### src/rtl/clock_ratio_monitor.sv
// Measures period and high phase of i_div_clk in i_ref_clk cycles and checks them against i_exp_ratio.
// Optional build macro CLK_MON_SYNC_EN puts a 2-flop synchronizer in front of the edge detector.
module clock_ratio_monitor #(
   parameter int RATIO_WD = 8,
   parameter int LOCK_CNT = 4
) (
   input  logic                i_ref_clk,
   input  logic                i_rst,
   input  logic                i_en,
   input  logic                i_div_clk,
   input  logic [RATIO_WD-1:0] i_exp_ratio,
   output logic [RATIO_WD-1:0] o_meas_ratio,
   output logic [RATIO_WD-1:0] o_meas_high,
   output logic                o_meas_valid,
   output logic                o_locked,
   output logic                o_err,
   output logic                o_timeout,
   output logic [1:0]          o_dbg_state
);

   localparam int MW = $clog2(LOCK_CNT + 1);
   localparam logic [RATIO_WD-1:0] ALL_ONES = '1;
   localparam logic [MW-1:0]       LOCK_MAX = MW'(LOCK_CNT);

   typedef enum logic [1:0] {
      ST_IDLE      = 2'd0,
      ST_WAIT_RISE = 2'd1,
      ST_MEAS_HIGH = 2'd2,
      ST_MEAS_LOW  = 2'd3
   } state_t;

   logic r_s;
   logic r_s_d;

`ifdef CLK_MON_SYNC_EN
   logic r_sync;
   always_ff @(posedge i_ref_clk or posedge i_rst) begin
      if (i_rst) begin
         r_sync <= 1'b0;
         r_s    <= 1'b0;
      end else begin
         r_sync <= i_div_clk;
         r_s    <= r_sync;
      end
   end
`else
   always_ff @(posedge i_ref_clk or posedge i_rst) begin
      if (i_rst) r_s <= 1'b0;
      else       r_s <= i_div_clk;
   end
`endif

   always_ff @(posedge i_ref_clk or posedge i_rst) begin
      if (i_rst) r_s_d <= 1'b0;
      else       r_s_d <= r_s;
   end

   logic w_rise;
   logic w_fall;
   logic w_active;
   assign w_rise   = r_s & ~r_s_d;
   assign w_fall   = ~r_s & r_s_d;
   assign w_active = i_en && (i_exp_ratio >= RATIO_WD'(2));

   state_t              r_state;
   logic [RATIO_WD-1:0] r_cnt;
   logic [RATIO_WD-1:0] r_high_len;
   logic [MW-1:0]       r_match_cnt;
   logic [RATIO_WD-1:0] r_meas_ratio;
   logic [RATIO_WD-1:0] r_meas_high;
   logic                r_meas_valid;
   logic                r_locked;
   logic                r_err;
   logic                r_timeout;

   state_t              w_state_nxt;
   logic [RATIO_WD-1:0] w_cnt_nxt;
   logic [RATIO_WD-1:0] w_high_nxt;
   logic [MW-1:0]       w_match_nxt;
   logic [RATIO_WD-1:0] w_meas_ratio_nxt;
   logic [RATIO_WD-1:0] w_meas_high_nxt;
   logic                w_valid_nxt;
   logic                w_locked_nxt;
   logic                w_err_nxt;
   logic                w_timeout_nxt;
   logic                w_count;

   // Period is one bit wider so an overlong period is detected instead of wrapping.
   logic [RATIO_WD:0]   w_period;
   logic                w_ovf;
   logic                w_match;
   logic [RATIO_WD-1:0] w_cnt_inc;
   logic [MW-1:0]       w_match_inc;
   assign w_period    = {1'b0, r_high_len} + {1'b0, r_cnt};
   assign w_ovf       = w_period[RATIO_WD];
   assign w_match     = !w_ovf && (w_period[RATIO_WD-1:0] == i_exp_ratio);
   assign w_cnt_inc   = r_cnt + 1'b1;
   assign w_match_inc = (r_match_cnt == LOCK_MAX) ? LOCK_MAX : r_match_cnt + 1'b1;

   always_comb begin
      w_state_nxt      = r_state;
      w_cnt_nxt        = r_cnt;
      w_high_nxt       = r_high_len;
      w_match_nxt      = r_match_cnt;
      w_meas_ratio_nxt = r_meas_ratio;
      w_meas_high_nxt  = r_meas_high;
      w_valid_nxt      = 1'b0;
      w_locked_nxt     = r_locked;
      w_err_nxt        = 1'b0;
      w_timeout_nxt    = 1'b0;
      w_count          = 1'b0;
      if (!w_active || r_state == ST_IDLE) begin
         w_state_nxt  = w_active ? ST_WAIT_RISE : ST_IDLE;
         w_cnt_nxt    = '0;
         w_high_nxt   = '0;
         w_match_nxt  = '0;
         w_locked_nxt = 1'b0;
      end else begin
         case (r_state)
            ST_WAIT_RISE: begin
               if (w_rise) begin
                  w_cnt_nxt   = RATIO_WD'(1);
                  w_state_nxt = ST_MEAS_HIGH;
               end else begin
                  w_count = 1'b1;
               end
            end
            ST_MEAS_HIGH: begin
               if (w_fall) begin
                  w_high_nxt  = r_cnt;
                  w_cnt_nxt   = RATIO_WD'(1);
                  w_state_nxt = ST_MEAS_LOW;
               end else begin
                  w_count = 1'b1;
               end
            end
            ST_MEAS_LOW: begin
               if (w_rise) begin
                  w_meas_ratio_nxt = w_ovf ? ALL_ONES : w_period[RATIO_WD-1:0];
                  w_meas_high_nxt  = r_high_len;
                  w_valid_nxt      = 1'b1;
                  w_cnt_nxt        = RATIO_WD'(1);
                  w_state_nxt      = ST_MEAS_HIGH;
                  if (w_match) begin
                     w_match_nxt  = w_match_inc;
                     w_locked_nxt = (w_match_inc == LOCK_MAX);
                  end else begin
                     w_err_nxt    = 1'b1;
                     w_match_nxt  = '0;
                     w_locked_nxt = 1'b0;
                  end
               end else begin
                  w_count = 1'b1;
               end
            end
            default: w_state_nxt = ST_IDLE;
         endcase
      end
      // Edges take priority: the timeout only fires on a cycle with no qualifying edge.
      if (w_count) begin
         if (w_cnt_inc == ALL_ONES) begin
            w_timeout_nxt = 1'b1;
            w_cnt_nxt     = '0;
            w_match_nxt   = '0;
            w_locked_nxt  = 1'b0;
            w_state_nxt   = ST_WAIT_RISE;
         end else begin
            w_cnt_nxt = w_cnt_inc;
         end
      end
   end

   always_ff @(posedge i_ref_clk or posedge i_rst) begin
      if (i_rst) begin
         r_state      <= ST_IDLE;
         r_cnt        <= '0;
         r_high_len   <= '0;
         r_match_cnt  <= '0;
         r_meas_ratio <= '0;
         r_meas_high  <= '0;
         r_meas_valid <= 1'b0;
         r_locked     <= 1'b0;
         r_err        <= 1'b0;
         r_timeout    <= 1'b0;
      end else begin
         r_state      <= w_state_nxt;
         r_cnt        <= w_cnt_nxt;
         r_high_len   <= w_high_nxt;
         r_match_cnt  <= w_match_nxt;
         r_meas_ratio <= w_meas_ratio_nxt;
         r_meas_high  <= w_meas_high_nxt;
         r_meas_valid <= w_valid_nxt;
         r_locked     <= w_locked_nxt;
         r_err        <= w_err_nxt;
         r_timeout    <= w_timeout_nxt;
      end
   end

   assign o_meas_ratio = r_meas_ratio;
   assign o_meas_high  = r_meas_high;
   assign o_meas_valid = r_meas_valid;
   assign o_locked     = r_locked;
   assign o_err        = r_err;
   assign o_timeout    = r_timeout;
   assign o_dbg_state  = r_state;

endmodule

### config.mk
export PLATFORM = sky130hd
export DESIGN_NAME = clock_ratio_monitor
export DESIGN_NICKNAME = d
export VERILOG_FILES = /design/src/rtl/clock_ratio_monitor.sv
export SDC_FILE = /design/constraint.sdc
export NUM_CORES = 1
export LEC_CHECK = 0
export ABC_AREA = 1
export CELL_PAD_IN_SITES_DETAIL_PLACEMENT = 1
export CELL_PAD_IN_SITES_GLOBAL_PLACEMENT = 2
export CORE_MARGIN = 2
export CORE_UTILIZATION = 34
export CTS_CLUSTER_SIZE = 12
export DETAILED_ROUTE_END_ITERATION = 8
export GPL_TIMING_DRIVEN = 0
export HOLD_SLACK_MARGIN = 0.1
export PLACE_DENSITY = 0.92
export SLEW_MARGIN = 10
export SYNTH_ARGS = -nofsm -noshare
export SYNTH_HDL_FRONTEND = slang
export SYNTH_SLANG_ARGS = --single-unit
### constraint.sdc
create_clock -name i_ref_clk -period 3.73 [get_ports i_ref_clk]
set_input_delay 0.746 -clock i_ref_clk [delete_from_list [all_inputs] [get_ports i_ref_clk]]
set_output_delay 0.746 -clock i_ref_clk [all_outputs]
set_load 0.01 [all_outputs]
# After elaboration in Yosys (flattened, before gate mapping)

Cells that the tools add are included.

Word-level logic and storage cells: 86
Register bits: 43
Bits of input ports: 12

Equal/unequal tests: 9
Reduce and logical (&&, ||, !) cells: 13
Add/subtract/negate cells: 3
Bitwise gates (word level): 5
Muxes and demuxes: 43
$lt $le $gt $ge: 1

Operator list:

| cell                                                | number |
|---|---|
| 2-to-1 mux 8 bit                                    | 9 |
| 2-to-1 mux 3 bit                                    | 7 |
| 2-to-1 mux 1 bit                                    | 19 |
| case mux 8 bit (2 select lines)                     | 1 |
| 2-to-1 mux 2 bit                                    | 5 |
| adder 8 x 8 -> 9 bit                                | 1 |
| adder 8 x 1 -> 8 bit, second input constant         | 1 |
| == test 8 bit                                       | 1 |
| == test 8 bit, second input constant                | 1 |
| >= comparator 8 x 2 -> 1 bit, second input constant | 1 |
| == test 3 bit, second input constant                | 2 |
| AND reduction 3 bit                                 | 2 |
| == test 2 bit, second input constant                | 2 |
| != test 4 x 1 -> 1 bit, second input constant       | 1 |
| != test 4 bit, second input constant                | 1 |
| case mux 2 bit (2 select lines)                     | 1 |
| nonzero test 2 bit                                  | 2 |
| nonzero test 4 bit                                  | 1 |
| adder 3 x 1 -> 3 bit, second input constant         | 1 |
| NOT 1 bit                                           | 3 |
| AND 1 bit                                           | 2 |
| == test 2 x 1 -> 1 bit, second input constant       | 1 |
| logical AND 1 bit                                   | 2 |
| logical NOT 1 bit                                   | 2 |
| 5 further kinds                                     | 5 |

# Logic depth before layout (Yosys ltp)

Word-level depth: 9
Gate-level depth with buffers: 14
Gate-level depth less buffers: 14

# Least setup slack after synthesis

No wires, ideal clock.

Kind: flip-flop to flip-flop
Start point: reg r_cnt[0]
End point: reg r_locked (netlist: o_locked)
Stages on the path, launching flop included: 12
Setup time: 0.073 ns
Arrival: 1.982 ns
Buffers on the path: 0
Clock period less this slack: 2.055 ns
Slack: 1.675 ns
Data required time: 3.657 ns
Cell sequence: dfrtp_1 -> ha_1 -> fa_1 -> xnor2_1 -> nand2_1 -> nor2_1 -> nand3_1 -> nor2_1 -> nand3_2 -> nor2_4 -> nand3_1 -> a21oi_2

Word-level cells in the longest chain between the ends: 9
Elaborated cells between the ends (all ways): 12
Classes of those cells: add/sub (2); eq/ne (2); mux (6); reduce/logical (2)

Ends and longest elaborated chain:

| item                                               | line | RTL |
|---|---|---|
| start, declared                                    | 66   | `logic [RATIO_WD-1:0] r_cnt;` |
| start signal, assigned                             | 187  | `r_cnt <= w_cnt_nxt;` |
| adder 8 x 8 -> 9 bit                               | 94   | `assign w_period = {1'b0, r_high_len} + {1'b0, r_cnt};` |
| == test 8 bit or logical NOT 1 bit (tied branches) | 96   | `assign w_match = !w_ovf && (w_period[RATIO_WD-1:0] == i_exp_ratio);` |
| logical AND 1 bit                                  | 96   |  |
| 2-to-1 mux 1 bit                                   | 144  | `if (w_match) begin` |
| 2-to-1 mux 1 bit                                   | 138  | `if (w_rise) begin` |
| 2-to-1 mux 1 bit                                   | 119  | `case (r_state)` |
| 2-to-1 mux 1 bit                                   | 112  | `if (!w_active \|\| r_state == ST_IDLE) begin` |
| 2-to-1 mux 1 bit                                   | 161  | `if (w_cnt_inc == ALL_ONES) begin` |
| 2-to-1 mux 1 bit (*)                               | 160  | `if (w_count) begin` |
| net w_locked_nxt                                   | 83   | `logic w_locked_nxt;` |
| end signal, assigned                               | 193  | `r_locked <= w_locked_nxt;` |
| end, declared                                      | 72   | `logic r_locked;` |

Mark *: on every way through the listed nets, which the timed path passes. The rest lies on a longest branch.
A chain may end at the register's enable or synchronous reset.

# Final worst setup path

Start point: reg r_cnt[0]
End point: reg r_match_cnt[2]

Word-level cells in the longest chain between the ends: 9
Elaborated cells between the ends (all ways): 12
Classes of those cells: add/sub (2); eq/ne (2); mux (6); reduce/logical (2)

Ends and longest elaborated chain:

| item                                               | line | RTL |
|---|---|---|
| adder 8 x 8 -> 9 bit                               | 94   |  |
| == test 8 bit or logical NOT 1 bit (tied branches) | 96   |  |
| logical AND 1 bit                                  | 96   |  |
| 2-to-1 mux 3 bit                                   | 144  |  |
| 2-to-1 mux 3 bit                                   | 138  |  |
| 2-to-1 mux 3 bit                                   | 119  |  |
| 2-to-1 mux 3 bit                                   | 112  |  |
| 2-to-1 mux 3 bit                                   | 161  |  |
| 2-to-1 mux 3 bit (*)                               | 160  |  |
| net w_match_nxt[2]                                 | 79   | `logic [MW-1:0] w_match_nxt;` |
| end signal, assigned                               | 189  | `r_match_cnt <= w_match_nxt;` |
| end, declared                                      | 68   | `logic [MW-1:0] r_match_cnt;` |

Marked as above.

==> flow_summary.toml <==
[run_status]
outcome = "completed"

[power]
sequentialPowerShare_pct = 55.7
p_leak_uw = 0.00148
power_density_nw_per_um2 = 287
vdd_ir_drop_max_v = 0.000173
power.net_switching_uw = 222
swShare_pct = 25.4
intPower_uw = 651
p_clk_share_pct = 33.8
comb_power_share_pct = 10.4

[global_route]
grt_pass1_wl_um = 11200
grt_overflow = 0
grt_max_degree = 36
antenna_found_initial = 0
first_global_vias = 2274
gr-usage-all-layers_pct = 18.4

[synth]
synth.yosys.seq_area_share_pct = 43.3
synth.top_cell.area_share_pct = 43.3
post-synth-top-area-cell = "sky130_fd_sc_hd__dfrtp_1"
synth.top_cells.by_area = "sky130_fd_sc_hd__dfrtp_1 (43%), sky130_fd_sc_hd__nand2_1 (15%), sky130_fd_sc_hd__ha_1 (6.0%), sky130_fd_sc_hd__inv_1 (5.6%), sky130_fd_sc_hd__nand3_1 (5.2%)"
synthesized_net_count = 346
synthCells = 321
syn-cell-area_um2 = 2480
ys.warnings.count = 0
avgSynthCellArea_um2 = 7.74
number_of_synthesized_register_bits = 43
synth_cell_type_count = 28

[final_layout]
nets = 387
seq_area_um2 = 1080
postLayoutCellArea_um2 = 3040
layout_common_cells = "sky130_fd_sc_hd__nand2_1 (101), sky130_fd_sc_hd__dfrtp_1 (43), sky130_fd_sc_hd__inv_1 (36)"
drive_above_1_share_pct = 7.44
filler_cell_count = 891
layout.core_utilization_pct = 42.4
n_antenna_cell = 0
layout-area-overhead-vs-synth_pct = 22.5
layout_commonest_cell = "sky130_fd_sc_hd__nand2_1"
finish.cell_count_without_fillers = 462
multi_input_comb_area_um2 = 1230

[setup_path]
cp-startpoint = "r_cnt[0]"
critPathRequiredTime_ns = 3.95
slowest_stage_cell_on_the_critical_path = "sky130_fd_sc_hd__fa_1"
crit_path_max_fanout = 6
cp_num_cells = 11
critical_path.top_delay_family = "simple AND/OR/NAND/NOR gates"
critical_path_arrival_ns = 2.80
crit_path_end_kind = "flop"
critical_path_startpoint_category = "flop"
critical_path_class = "flop to flop"
worst_path_largest_cell_delay_ns = 0.48
rr_startpoint = "r_cnt[0]"
bufs_and_invs_on_worst_path = 1
worstRegToRegCells = 11
crit_path_cell_trace = "ha_1, fa_1, nand2_1, nand2_1, nand3_1, inv_1, nor2_2, nand3_2, nor2_4, nand2_1, a21oi_1"
critical-path-top-cell-by-count = "sky130_fd_sc_hd__nand2_1"
rr_endpoint = "r_match_cnt[2]"
setup.reg_to_reg.worst_slack_ns = 1.15
worstSetupEndpoint = "r_match_cnt[2]"

[timing]
setup_repair_after_global_routing_missed_its_margin = "no"
finClkSkew_ns = 0.00762
report.final.slew_viol_count = 0
finalHoldViolCount = 0
final_critical_path_setup_slack_ns = 1.15
final.period_utilization_pct = 69.3
setup_total_negative_slack_ns = 0
slew_headroom_pct = 70.8
finalSetupViolations = 0
finalWorstPathRequiredPeriod_ns = 2.58
timing.fmax_mhz = 387
worst-slew-pin-transition_ns = 0.438

[floorplan]
core_region_area_um2 = 7180
boundaryPins = 34
initial_core_util_pct = 34.6
fp.dieH_um = 89.5
fp.dieArea_um2 = 8010
row_count = 31
die_w_um = 89.5

[place]
hpwlAfterDp_um = 5330
place_area_um2 = 2960
port_buffers = 33
pre_cts_slack_ns = 1.09
gpl.final_weighted_congestion = 0.768
place.detailed.instances = 454

[clock_tree]
cts_num_sinks = 43
htree_num_levels = 2
clock_tree_from_tritoncts = "done"
insertion_delay_ns = 0.30
cts.path.max_buffers = 2
cts_inserted_buffers = 5
cts_setup_buffers = 0
cts_hold_buf = 0
clk_transition_reported_paths_ns = 0.08
clock-root-buffer = "sky130_fd_sc_hd__clkbuf_8"
post_cts_resize_count = 0

[drt]
routedWlPerCell_um = 14.6
drtAntennaViolNets = 0
drt_pass1_iterations = 4
via_count = 2240
drt-total-wl_um = 6750
vias_per_cell = 4.85
drc_errors = 0
detail_route.iter0.violations = 105

[run]
cap_violations = 0

[hold_path]
worst_hold_path_type = "flop to flop"
-- how the worst min path moves through the flow --
| stage | from | end | slack (ns) | depth (start not counted) |
|---|---|---|---|---|
| after floorplan | r_s | r_s_d | 0.41 | 0 |
| after global placement | r_s | r_s_d | 0.43 | 0 |
| after detailed placement | r_s | r_s_d | 0.43 | 0 |
| after CTS | r_s | r_s_d | 0.45 | 0 |
| after global routing | r_s | r_s_d | 0.47 | 0 |
| final | r_s | r_s_d | 0.46 | 0 |
-- Yosys cell counts, drive strengths merged --
cell type,number
buf,4
dfrtp,43
nand3b,4
nor2,22
xnor2,3
clkinv,1
ha,12
nand3,29
a21oi,23
clkbuf,1
o31ai,1
inv,39
or2,1
o21ai,8
fa,1
nand2,103
xor2,4
o21a,4
nor3,6
nand4,12
-- stage by stage --
step                hold WS [ns]  total power [uW]
global route               0.474               910
floorplan                  0.412               538
CTS                        0.455               885
finish                     0.456               873
global placement           0.428               582
detailed placement         0.435               588
-- logic make-up (layout without fill, tap and decap cells) --
kind of cell / Yosys count / count (layout) / share of synthesized area (%)
buf+inv: 45 / 87 / 7.20
compound gates: 36 / 36 / 7.91
fa+ha+maj: 13 / 13 / 6.85
xor+xnor: 7 / 7 / 2.47
flops: 43 / 43 / 43.3
simple gates: 177 / 177 / 32.3
-- sequential cells by signal (all words and copies together) (netlist names) --
| register | flops |
|---|---|
| o_meas_high | 8 |
| o_meas_ratio | 8 |
| r_cnt | 8 |
| r_high_len | 8 |
| r_match_cnt | 3 |
| o_dbg_state | 2 |
| o_err | 1 |
| o_locked | 1 |
| o_meas_valid | 1 |
| o_timeout | 1 |
| r_s | 1 |
| r_s_d | 1 |
-- routing by layer --
layer	global-route usage, %	vias up	wire (um)
met1	23.9	1071	3170
li1	-	1121	-
met5	0	-	0
met3	3.23	9	208
met4	4.88	0	86
met2	31.6	39	3290
-- area by class of cell --
cell class              count  area share (%)
inverters                  40            4.93
plain buffers               5           0.945
multi-input cells         233            40.4
well taps                  99            4.07
clock inverters             2           0.411
clock buffers               6            2.38
repair buffers             34            11.5
flip-flops and latches     43            35.3
-- power groups by stage --
stage	sequential, uW	combinational [uW]	clock, uW
2_1_floorplan	498	39.2	0
3_3_place_gp	495	87.2	0
5_1_grt	488	101	321
4_1_cts	486	92.6	306
3_5_place_dp	496	92.0	0
6_report	486	91.1	295
Note: power is estimated with default switching activity, not from simulation.
